File: src/rtl/ln_if.sv
// Operand/result handshake bundle for the ln block.
// The master issues operands and accepts results; the slave is the ln datapath.
interface ln_if;
  logic       in_valid;
  logic       in_ready;
  logic [8:0] in_data;
  logic       out_valid;
  logic       out_ready;
  logic [7:0] out_data;
  logic       out_zero;

  modport master (
    output in_valid, in_data, out_ready,
    input  in_ready, out_valid, out_data, out_zero
  );

  modport slave (
    input  in_valid, in_data, out_ready,
    output in_ready, out_valid, out_data, out_zero
  );
endinterface

File: src/rtl/ln.sv
// Natural log of an unsigned UQ3.6 operand to signed Q1.6, one operation in flight.
// Define LN_FAST_NORM_EN for single-cycle normalization (priority encoder) instead of bit-serial.
module ln #(
  parameter int LN2_Q16 = 45426,
  parameter int C2_COEF = 79
) (
  input  logic clk,
  input  logic rst,
  ln_if.slave  bus
);

  typedef enum logic [2:0] {IDLE, NORM, SQ, SCALE, OUT} state_t;

  state_t             state;
  logic [8:0]         m;
  logic signed [3:0]  k;
  logic [15:0]        s2;
  logic [7:0]         out_data_q;
  logic               out_zero_q;
  logic               out_valid_q;

  logic [7:0]         f;
  logic [15:0]        mul_a;
  logic [7:0]         mul_b;
  logic [23:0]        prod;
  logic [16:0]        lm;
  logic signed [19:0] k_term;
  logic signed [19:0] r;
  logic signed [19:0] y;
  logic [7:0]         sat;

  assign f = m[7:0];

  // One shared 16x8 multiplier: F*F while squaring, S2*C2 while scaling.
  // NOTE: every always_comb output gets a default first so no path can infer a latch.
  always_comb begin
    mul_a = {8'd0, f};
    mul_b = f;
    if (state == SCALE) begin
      mul_a = s2;
      mul_b = 8'(C2_COEF);
    end
  end

  assign prod = {8'd0, mul_a} * {16'd0, mul_b};

  // ln(1+F/256) in Q0.16 via the quadratic approximation.
  assign lm = {1'b0, f, 8'd0} - {1'b0, prod[23:8]};

  // K only spans -6..+2, so K*ln2 is a mux of elaboration-time constants.
  always_comb begin
    k_term = '0;
    case (k)
      -4'sd6: k_term = 20'(-6 * LN2_Q16);
      -4'sd5: k_term = 20'(-5 * LN2_Q16);
      -4'sd4: k_term = 20'(-4 * LN2_Q16);
      -4'sd3: k_term = 20'(-3 * LN2_Q16);
      -4'sd2: k_term = 20'(-2 * LN2_Q16);
      -4'sd1: k_term = 20'(-1 * LN2_Q16);
      4'sd1:  k_term = 20'(LN2_Q16);
      4'sd2:  k_term = 20'(2 * LN2_Q16);
      default: k_term = '0;
    endcase
  end

  assign r = k_term + $signed({3'b000, lm});
  assign y = (r + 20'sd512) >>> 10;

  always_comb begin
    sat = y[7:0];
    if (y > 20'sd127)       sat = 8'h7f;
    else if (y < -20'sd128) sat = 8'h80;
  end

`ifdef LN_FAST_NORM_EN
  logic [3:0] lead_shift;

  // Highest set bit wins because the scan runs upward.
  always_comb begin
    lead_shift = 4'd8;
    for (int i = 0; i <= 8; i++) begin
      if (m[i]) lead_shift = 4'(8 - i);
    end
  end
`endif

  // NOTE: sequential state uses non-blocking assignments so every register samples pre-edge values.
  always_ff @(posedge clk) begin
    if (rst) begin
      state       <= IDLE;
      m           <= '0;
      k           <= '0;
      s2          <= '0;
      out_data_q  <= '0;
      out_zero_q  <= 1'b0;
      out_valid_q <= 1'b0;
    end else begin
      case (state)
        IDLE: begin
          if (bus.in_valid) begin
            m <= bus.in_data;
            k <= 4'sd2;
            if (bus.in_data == 9'd0) begin
              out_data_q <= 8'h80;
              out_zero_q <= 1'b1;
              state      <= OUT;
            end else begin
              state <= NORM;
            end
          end
        end
        NORM: begin
`ifdef LN_FAST_NORM_EN
          m     <= m << lead_shift;
          k     <= 4'(k - $signed({1'b0, lead_shift}));
          state <= SQ;
`else
          if (m[8]) begin
            state <= SQ;
          end else begin
            m <= m << 1;
            k <= k - 4'sd1;
          end
`endif
        end
        SQ: begin
          s2    <= prod[15:0];
          state <= SCALE;
        end
        SCALE: begin
          out_data_q  <= sat;
          out_zero_q  <= 1'b0;
          out_valid_q <= 1'b1;
          state       <= OUT;
        end
        OUT: begin
          // Zero operands arrive here without out_valid; raise it one cycle after accept.
          if (!out_valid_q) begin
            out_valid_q <= 1'b1;
          end else if (bus.out_ready) begin
            out_valid_q <= 1'b0;
            state       <= IDLE;
          end
        end
        default: state <= IDLE;
      endcase
    end
  end

  assign bus.in_ready  = (state == IDLE);
  assign bus.out_valid = out_valid_q;
  assign bus.out_data  = out_data_q;
  assign bus.out_zero  = out_zero_q;

endmodule

File: src/flat_wrapper.sv
// flat-port wrapper written by rule: the top's interface ports become plain ports
module ln_flat 
#(
  parameter int LN2_Q16 = 45426,
  parameter int C2_COEF = 79
)
  (clk, rst, bus_in_valid, bus_in_data, bus_out_ready, bus_in_ready, bus_out_valid, bus_out_data, bus_out_zero);
  ln_if bus_i ();
  input  logic clk;
  input  logic rst;
  input wire logic [$bits(bus_i.in_valid)-1:0] bus_in_valid;
  input wire logic [$bits(bus_i.in_data)-1:0] bus_in_data;
  input wire logic [$bits(bus_i.out_ready)-1:0] bus_out_ready;
  output wire logic [$bits(bus_i.in_ready)-1:0] bus_in_ready;
  output wire logic [$bits(bus_i.out_valid)-1:0] bus_out_valid;
  output wire logic [$bits(bus_i.out_data)-1:0] bus_out_data;
  output wire logic [$bits(bus_i.out_zero)-1:0] bus_out_zero;
  assign bus_i.in_valid = bus_in_valid;
  assign bus_i.in_data = bus_in_data;
  assign bus_i.out_ready = bus_out_ready;
  assign bus_in_ready = bus_i.in_ready;
  assign bus_out_valid = bus_i.out_valid;
  assign bus_out_data = bus_i.out_data;
  assign bus_out_zero = bus_i.out_zero;
  ln #(.LN2_Q16(LN2_Q16), .C2_COEF(C2_COEF)) u_core (.clk(clk), .rst(rst), .bus(bus_i));
endmodule
File: config.mk
export PLATFORM = sky130hd
export DESIGN_NAME = ln_flat
export DESIGN_NICKNAME = d
export VERILOG_FILES = /design/src/rtl/ln_if.sv /design/src/rtl/ln.sv /design/src/flat_wrapper.sv
export SDC_FILE = /design/constraint.sdc
export NUM_CORES = 1
export LEC_CHECK = 0
export CORE_MARGIN = 2
export CORE_UTILIZATION = 35
export DETAILED_ROUTE_END_ITERATION = 6
export DONT_BUFFER_PORTS = 1
export GPL_ROUTABILITY_DRIVEN = 0
export GPL_TIMING_DRIVEN = 0
export MAX_ROUTING_LAYER = met4
export PLACE_DENSITY = 0.45
export REMOVE_ABC_BUFFERS = 1
export SETUP_SLACK_MARGIN = 0.4
export SLEW_MARGIN = 20
export SYNTH_ARGS = -nofsm -noshare
export SYNTH_HDL_FRONTEND = slang
export SYNTH_SLANG_ARGS = --single-unit
File: constraint.sdc
create_clock -name clk -period 11.9 [get_ports clk]
set_input_delay 2.38 -clock clk [delete_from_list [all_inputs] [get_ports clk]]
set_output_delay 2.38 -clock clk [all_outputs]
set_load 0.1 [all_outputs]
==> results of run 1 <==
-- final cells by class --
cell class | instances | area share, %
Multi-Input combinational cell | 669 | 72.44
Inverter | 134 | 6.321
Clock buffer | 7 | 1.918
Tap cell | 275 | 4.324
Timing Repair Buffer | 3 | 0.5346
Sequential cell | 56 | 14.09
Clock inverter | 1 | 0.3774
-- stage by stage --
step                hold slack [ns]  setup slack [ns]  power [W]  instances  util [%]
finish                       0.4497             1.872   0.001009       1145     38.10
floorplan                    0.4212             2.712  0.0006992        859         -
global route                 0.4791             1.135   0.001117       1145     38.10
global placement             0.4364            0.9756  0.0008341       1134     36.94
CTS                          0.4555             1.800   0.001022       1145     38.10
detailed placement           0.4455             1.838  0.0008304       1137     37.22
-- cells in the final DEF, fill, tap and decap left out, types with 4 or more instances in the layout --
cell type | netlist | final
clkbuf_16 | 0 | 5
a21o_1 | 16 | 16
a211oi_1 | 6 | 6
nor3_1 | 15 | 13
ha_1 | 89 | 89
a21oi_1 | 67 | 67
nor2b_1 | 5 | 5
conb_1 | 2 | 24
inv_1 | 134 | 134
nand2b_1 | 19 | 19
o21ai_1 | 6 | 6
o21a_1 | 6 | 6
fa_1 | 83 | 83
xor2_1 | 18 | 18
and3_1 | 17 | 17
o211ai_1 | 5 | 5
a22oi_1 | 9 | 9
o21ai_0 | 17 | 17
dfxtp_1 | 56 | 56
a221o_1 | 6 | 6
nand3b_1 | 5 | 5
nor2_1 | 58 | 58
or2_2 | 7 | 7
o21bai_1 | 4 | 4
xnor2_1 | 26 | 26
nand2_1 | 77 | 77
mux2i_1 | 6 | 6
nand3_1 | 10 | 10
and2_1 | 22 | 22
-- cells by family (layout without fill, tap and decap cells) --
family,count (synthesis),after routing,share of synthesized area [%]
compound gates,169,169,15.38
xor+xnor,44,44,5.204
flops,56,56,15.14
fa+ha+maj,172,172,37.48
simple gates,254,254,17.54
mux,6,6,0.8111
other cells,2,24,0.1014
buf+inv,161,145,8.347
-- registers in the layout, summed over array words and instances, names as in the netlist, named ones only --
name	count
u_core.state	3
u_core.k_term	14
u_core.bus.out_valid	1
u_core.s2	15
u_core.bus.out_data	8
u_core.m	9
u_core.bus.out_zero	1
u_core.k	4
-- final timing paths --
| check | startpoint | to | depth (start not counted) |
|---|---|---|---|
| setup / recovery | u_core.state[1]$_SDFFE_PP0P_ | u_core.bus.out_data[1]$_SDFFE_PP0P_ | 36 |
| setup reg to reg | u_core.state[1]$_SDFFE_PP0P_ | u_core.bus.out_data[1]$_SDFFE_PP0P_ | 36 |
| hold / removal | u_core.s2[3]$_SDFFE_PP0P_ | u_core.s2[3]$_SDFFE_PP0P_ | 2 |
| hold reg to reg | u_core.s2[3]$_SDFFE_PP0P_ | u_core.s2[3]$_SDFFE_PP0P_ | 2 |
-- critical path: cells and delay by family (launching register included) --
| family | cells | cell delay, ns |
|---|---|---|
| DFF | 1 | 0.63 |
| AOI/OAI and AO/OA | 16 | 3.32 |
| and+or+nand+nor | 6 | 1.99 |
| adders and majority gates | 8 | 3.28 |
| xor gates and xnor gates | 3 | 0.50 |
| buffers and inverters | 3 | 0.18 |
-- where the power goes --
group | switching, W | total (W) | internal, W
clock network | 0.0000728 | 0.000184 | 0.000111
registers | 0.0000254 | 0.000227 | 0.000202
logic | 0.000339 | 0.000598 | 0.000259
total | 0.000438 | 0.00101 | 0.000571
-- metal layers --
metal / track usage (%) / vias up / share of wire (%)
met5: - / - / 0
met1: 23.40 / 2632 / 48
met4: 3.905 / 0 / 1.5
met2: 29.82 / 53 / 48
li1: - / 2839 / -
met3: 1.494 / 20 / 1.8
==> metrics, run 1 <==
crit-path max FO=20; fin crit share=84.27%; PortBufs=0; final wirelength=between 15,000 and 20,000 um; Worst-path clk slew=~0.070 ns; Setup TNS=0 ns; CTS H-tree depth=2; CTS tree=done; GRT Resource Usage Total=17.74%; dpl hpwl=around 14,000 um; initial antenna violation count=0; number of flops mapped to enable cells by yosys=0; NumNets Final=roughly 1,100; Root Driver=clkbuf_16; final setup violation count=0; Placed Area=~7800 um2; Max VDD drop=0.1343 mV; Worst-Margin Slew=slightly above 1 ns; area occupied by multi-input gates=5764 um2; Max stage delay on crit path=between 0.7 and 0.8 ns; Hold Fails Final Rpt=0; Avg Cell Area, Syn=8.570 um2; Routed Antenna Nets=0; Seq/Total Area, Yosys=15.14%; startpoint types=flip-flop; Worst Clk Skew=0.004606 ns; register area=approximately 1100 um2; Async SR Flop Fraction=0%; synthesized cell area=roughly 7400 um2; CTS buffer count=5; most frequent cell after synthesis=inv_1; unrepaired setup endpoints after global routing=no; worst skew pair latency=about 0.3 ns; Die X=roughly 150 um; most instantiated cells after synthesis=inv_1, ha_1, fa_1, nand2_1, a21oi_1; vias in the first global route=5,825; area grow syn2layout=7.469%; Via Count=between 5,000 and 6,000; remaining global-route overflow=0; Synth top area share=22.44%; Crit-path slowest cell=nand3b_1; TritonCTS Sinks=56; largest cells by area after synthesis=fa_1, dfxtp_1, ha_1, inv_1, a21oi_1; Slew Viols, Final=0; Fmax achieved=99.72 MHz; first-pass GRT wire length=30,400 um; crit path DAT=10.22 ns; CTS Hold Bufs=0; router iterations before antenna repair=4; initial core utilization=35.45%; max cap viols=0; Clock Tree Buf Depth=2; largest net degree at the start of global routing=41; post-CTS sizing=0; post-synth top area cell=fa_1; kind of critical path=flip-flop to flip-flop; slew margin rel.=31.47%; Rows=53; wire length per cell=15.24 um; layout cells sized above 1=under 10%; pwr/cell area=between 100 and 150 nW/um2; Die Y=149.5 um; Min Clock Period, post-route=around 10 ns; DR iter-0 viols=between 200 and 300; Ant. Diodes=0; Leak=about 4 nW; Syn Inst Count=864; number of fill cells in the layout=2,186; flop2flop setup slack=1.87 ns; synth warn=0; Post-route DRC=0; final instance area=7958 um2; Worst EP required=~12 ns; hold crit path type=flip-flop to flip-flop; I/O pins=24; crit path capture type=flip-flop; Die Footprint=around 22,000 um2; post-DR vias/cell=4.842; Synth cell types=68; status=finished clean; synthesized flop and latch total=56; core region area=around 21,000 um2; post-CTS setup buffers=0; Synth Flop Type=dfxtp_1
(Power assumes the default switching activity.)
==> run 2, diff against run 1 <==
Clock period 11.9 ns to 9.85 ns, I/O delays scaled along.
==> run 2 against run 1 <==
Fmax rose by 12%. Die area did not move. Global-route usage rose by 0.45 points. Cell count rose by 1.6%. Non-clock buffer count rose by 17. Clock power rose by 21%.
==> metrics, run 2 (synthesis gave the netlist of run 1 again) <==
crit path capture type=flip-flop; Worst EP required=between 10 and 15 ns; max cap viols=0; startpoint types=flip-flop; Slew Viols, Final=0; sequential fraction of design power=22.0%; Max stage delay on crit path=around 0.55 ns; Crit-path slowest cell=fa_1; most common cell after layout, fill and taps aside=inv_1; Rows=53; Max VDD drop=0.1658 mV; Via Count=5,661; wire length per cell=15.76 um; worst skew pair latency=0.30 ns; unrepaired setup endpoints after global routing=no; CTS Hold Bufs=0; crit path DAT=9.16 ns; Worst Clk Skew=0.005257 ns; status=finished clean; Worst-path clk slew=0.07 ns; initial core utilization=35.45%; Ant. Diodes=0; final wirelength=18,330 um; area grow syn2layout=10.97%; layout cells sized above 1=8.446%; TritonCTS Sinks=56; Leak=4.082 nW; kind of critical path=flip-flop to flip-flop; post-DR vias/cell=slightly below 5; crit-path max FO=16; NetSw=0.0005371 W; router iterations before antenna repair=4; DR iter-0 viols=262; core region area=20,890 um2; first-pass GRT wire length=30,960 um; dpl hpwl=13,950 um; worst hold slack=0.4554 ns; Routed Antenna Nets=0; commonest non-fill, non-tap cells in the layout=inv_1, ha_1, fa_1, nand2_1, a21oi_1; Fmax achieved=~110 MHz; Post-route DRC=0; Setup TNS=0 ns; fin crit share=91.10%; I/O pins=24; Top reg by flops=u_core.s2; NumNets Final=1,072; pwr/cell area=151.1 nW/um2; Die Footprint=22,340 um2; Die Y=roughly 150 um; CTS tree=done; hold crit path type=flip-flop to flip-flop; slew margin rel.=31.35%; PortBufs=0; clock network fraction of total power=between 10% and 20%; CTS H-tree depth=2; Worst-Margin Slew=1.028 ns; remaining global-route overflow=0; combinational group share of total power=60.2%; Hold Fails Final Rpt=0; Min Clock Period, post-route=8.973 ns; initial antenna violation count=0; Root Driver=clkbuf_16; largest net degree at the start of global routing=41; max reg flops=15; GRT Resource Usage Total=18.19%; CTS buffer count=5; Die X=149.5 um; Int Power=0.0007044 W; Clock Tree Buf Depth=2; vias in the first global route=just under 6,000; final setup violation count=0; switch share=a little over two fifths
==> run 2: cell types whose count changed in the layout (fill, tap and decap cells not counted), moves of 3 or more <==
cell     before  now
a21oi_2       3    6
mux2i_4       0    3
a21oi_1      67   64
mux2i_1       6    2
ha_2          0    3
dfxtp_1      56   53
dfxtp_4       0    3
ha_1         89   86
buf_4         1   16
==> run 2: final cells by class <==
type	count	area, um2
Clock buffer	7	152.6
Clock inverter	1	30.03
Fill cell	2164	12670
Inverter	134	503.0
Multi-Input combinational cell	670	5854
Sequential cell	56	1132
Tap cell	275	344.1
Timing Repair Buffer	20	200.2
==> run 2: repair_timing <==
action	4_1_cts	5_1_grt
setup buffers	8	8
pin swaps	4	7
cloned	1	1
resized for setup	13	13
endpoints found under the setup margin	8	8
==> run 2: worst paths after layout <==
kind / start / end / slack [ns] / depth (start not counted)
setup / recovery: u_core.state[2]$_SDFFE_PP0P_ / u_core.bus.out_data[1]$_SDFFE_PP0P_ / 0.88 / 37
hold / removal: flip-flop / flip-flop / 0.46 / 2
setup reg to reg: u_core.state[2]$_SDFFE_PP0P_ / u_core.bus.out_data[1]$_SDFFE_PP0P_ / 0.88 / 37
hold reg to reg: flip-flop / flip-flop / 0.46 / 2
==> run 2: metal layers <==
layer | global-route usage (%) | part of all wire, % | up-vias
met5 | - | 0 | -
met4 | 4.286 | 1.7 | 0
met3 | 1.829 | 4.6 | 19
met2 | 30.60 | 47 | 64
met1 | 23.68 | 46 | 2699
li1 | - | - | 2879
==> run 2: critical path, delay by kind of cell (launching register included) <==
kind                     cells  cell delay [ns]
adder cells (fa/ha/maj)      8             3.36
AO/OA/AOI/OAI               17             3.16
AND/OR/NAND/NOR              3             0.66
buffers and inverters        5             0.49
flip-flops                   1             0.41
XOR/XNOR                     3             0.49
multiplexers                 1             0.28
==> run 2: power groups by stage <==
| stage | logic [W] | clock network [W] | registers (W) |
|---|---|---|---|
| finish | 0.000747 | 0.000222 | 0.000273 |
| global placement | 0.000727 | 0 | 0.000280 |
| CTS | 0.000743 | 0.000228 | 0.000273 |
| floorplan | 0.000578 | 0 | 0.000267 |
| detailed placement | 0.000723 | 0 | 0.000280 |
| global route | 0.000858 | 0.000236 | 0.000276 |
==> run 2: stage by stage <==
step	instances	total power, W	setup WS [ns]	utilization (%)	area (um2)
6_report	1163	0.001241	0.8768	39.34	8217
2_1_floorplan	859	0.0008448	0.6622	-	7372
3_5_place_dp	1137	0.001003	-0.2124	37.22	7775
4_1_cts	1154	0.001245	0.4106	38.68	8079
5_1_grt	1163	0.001370	0.3903	39.34	8217
3_3_place_gp	1134	0.001008	-1.074	36.94	7716
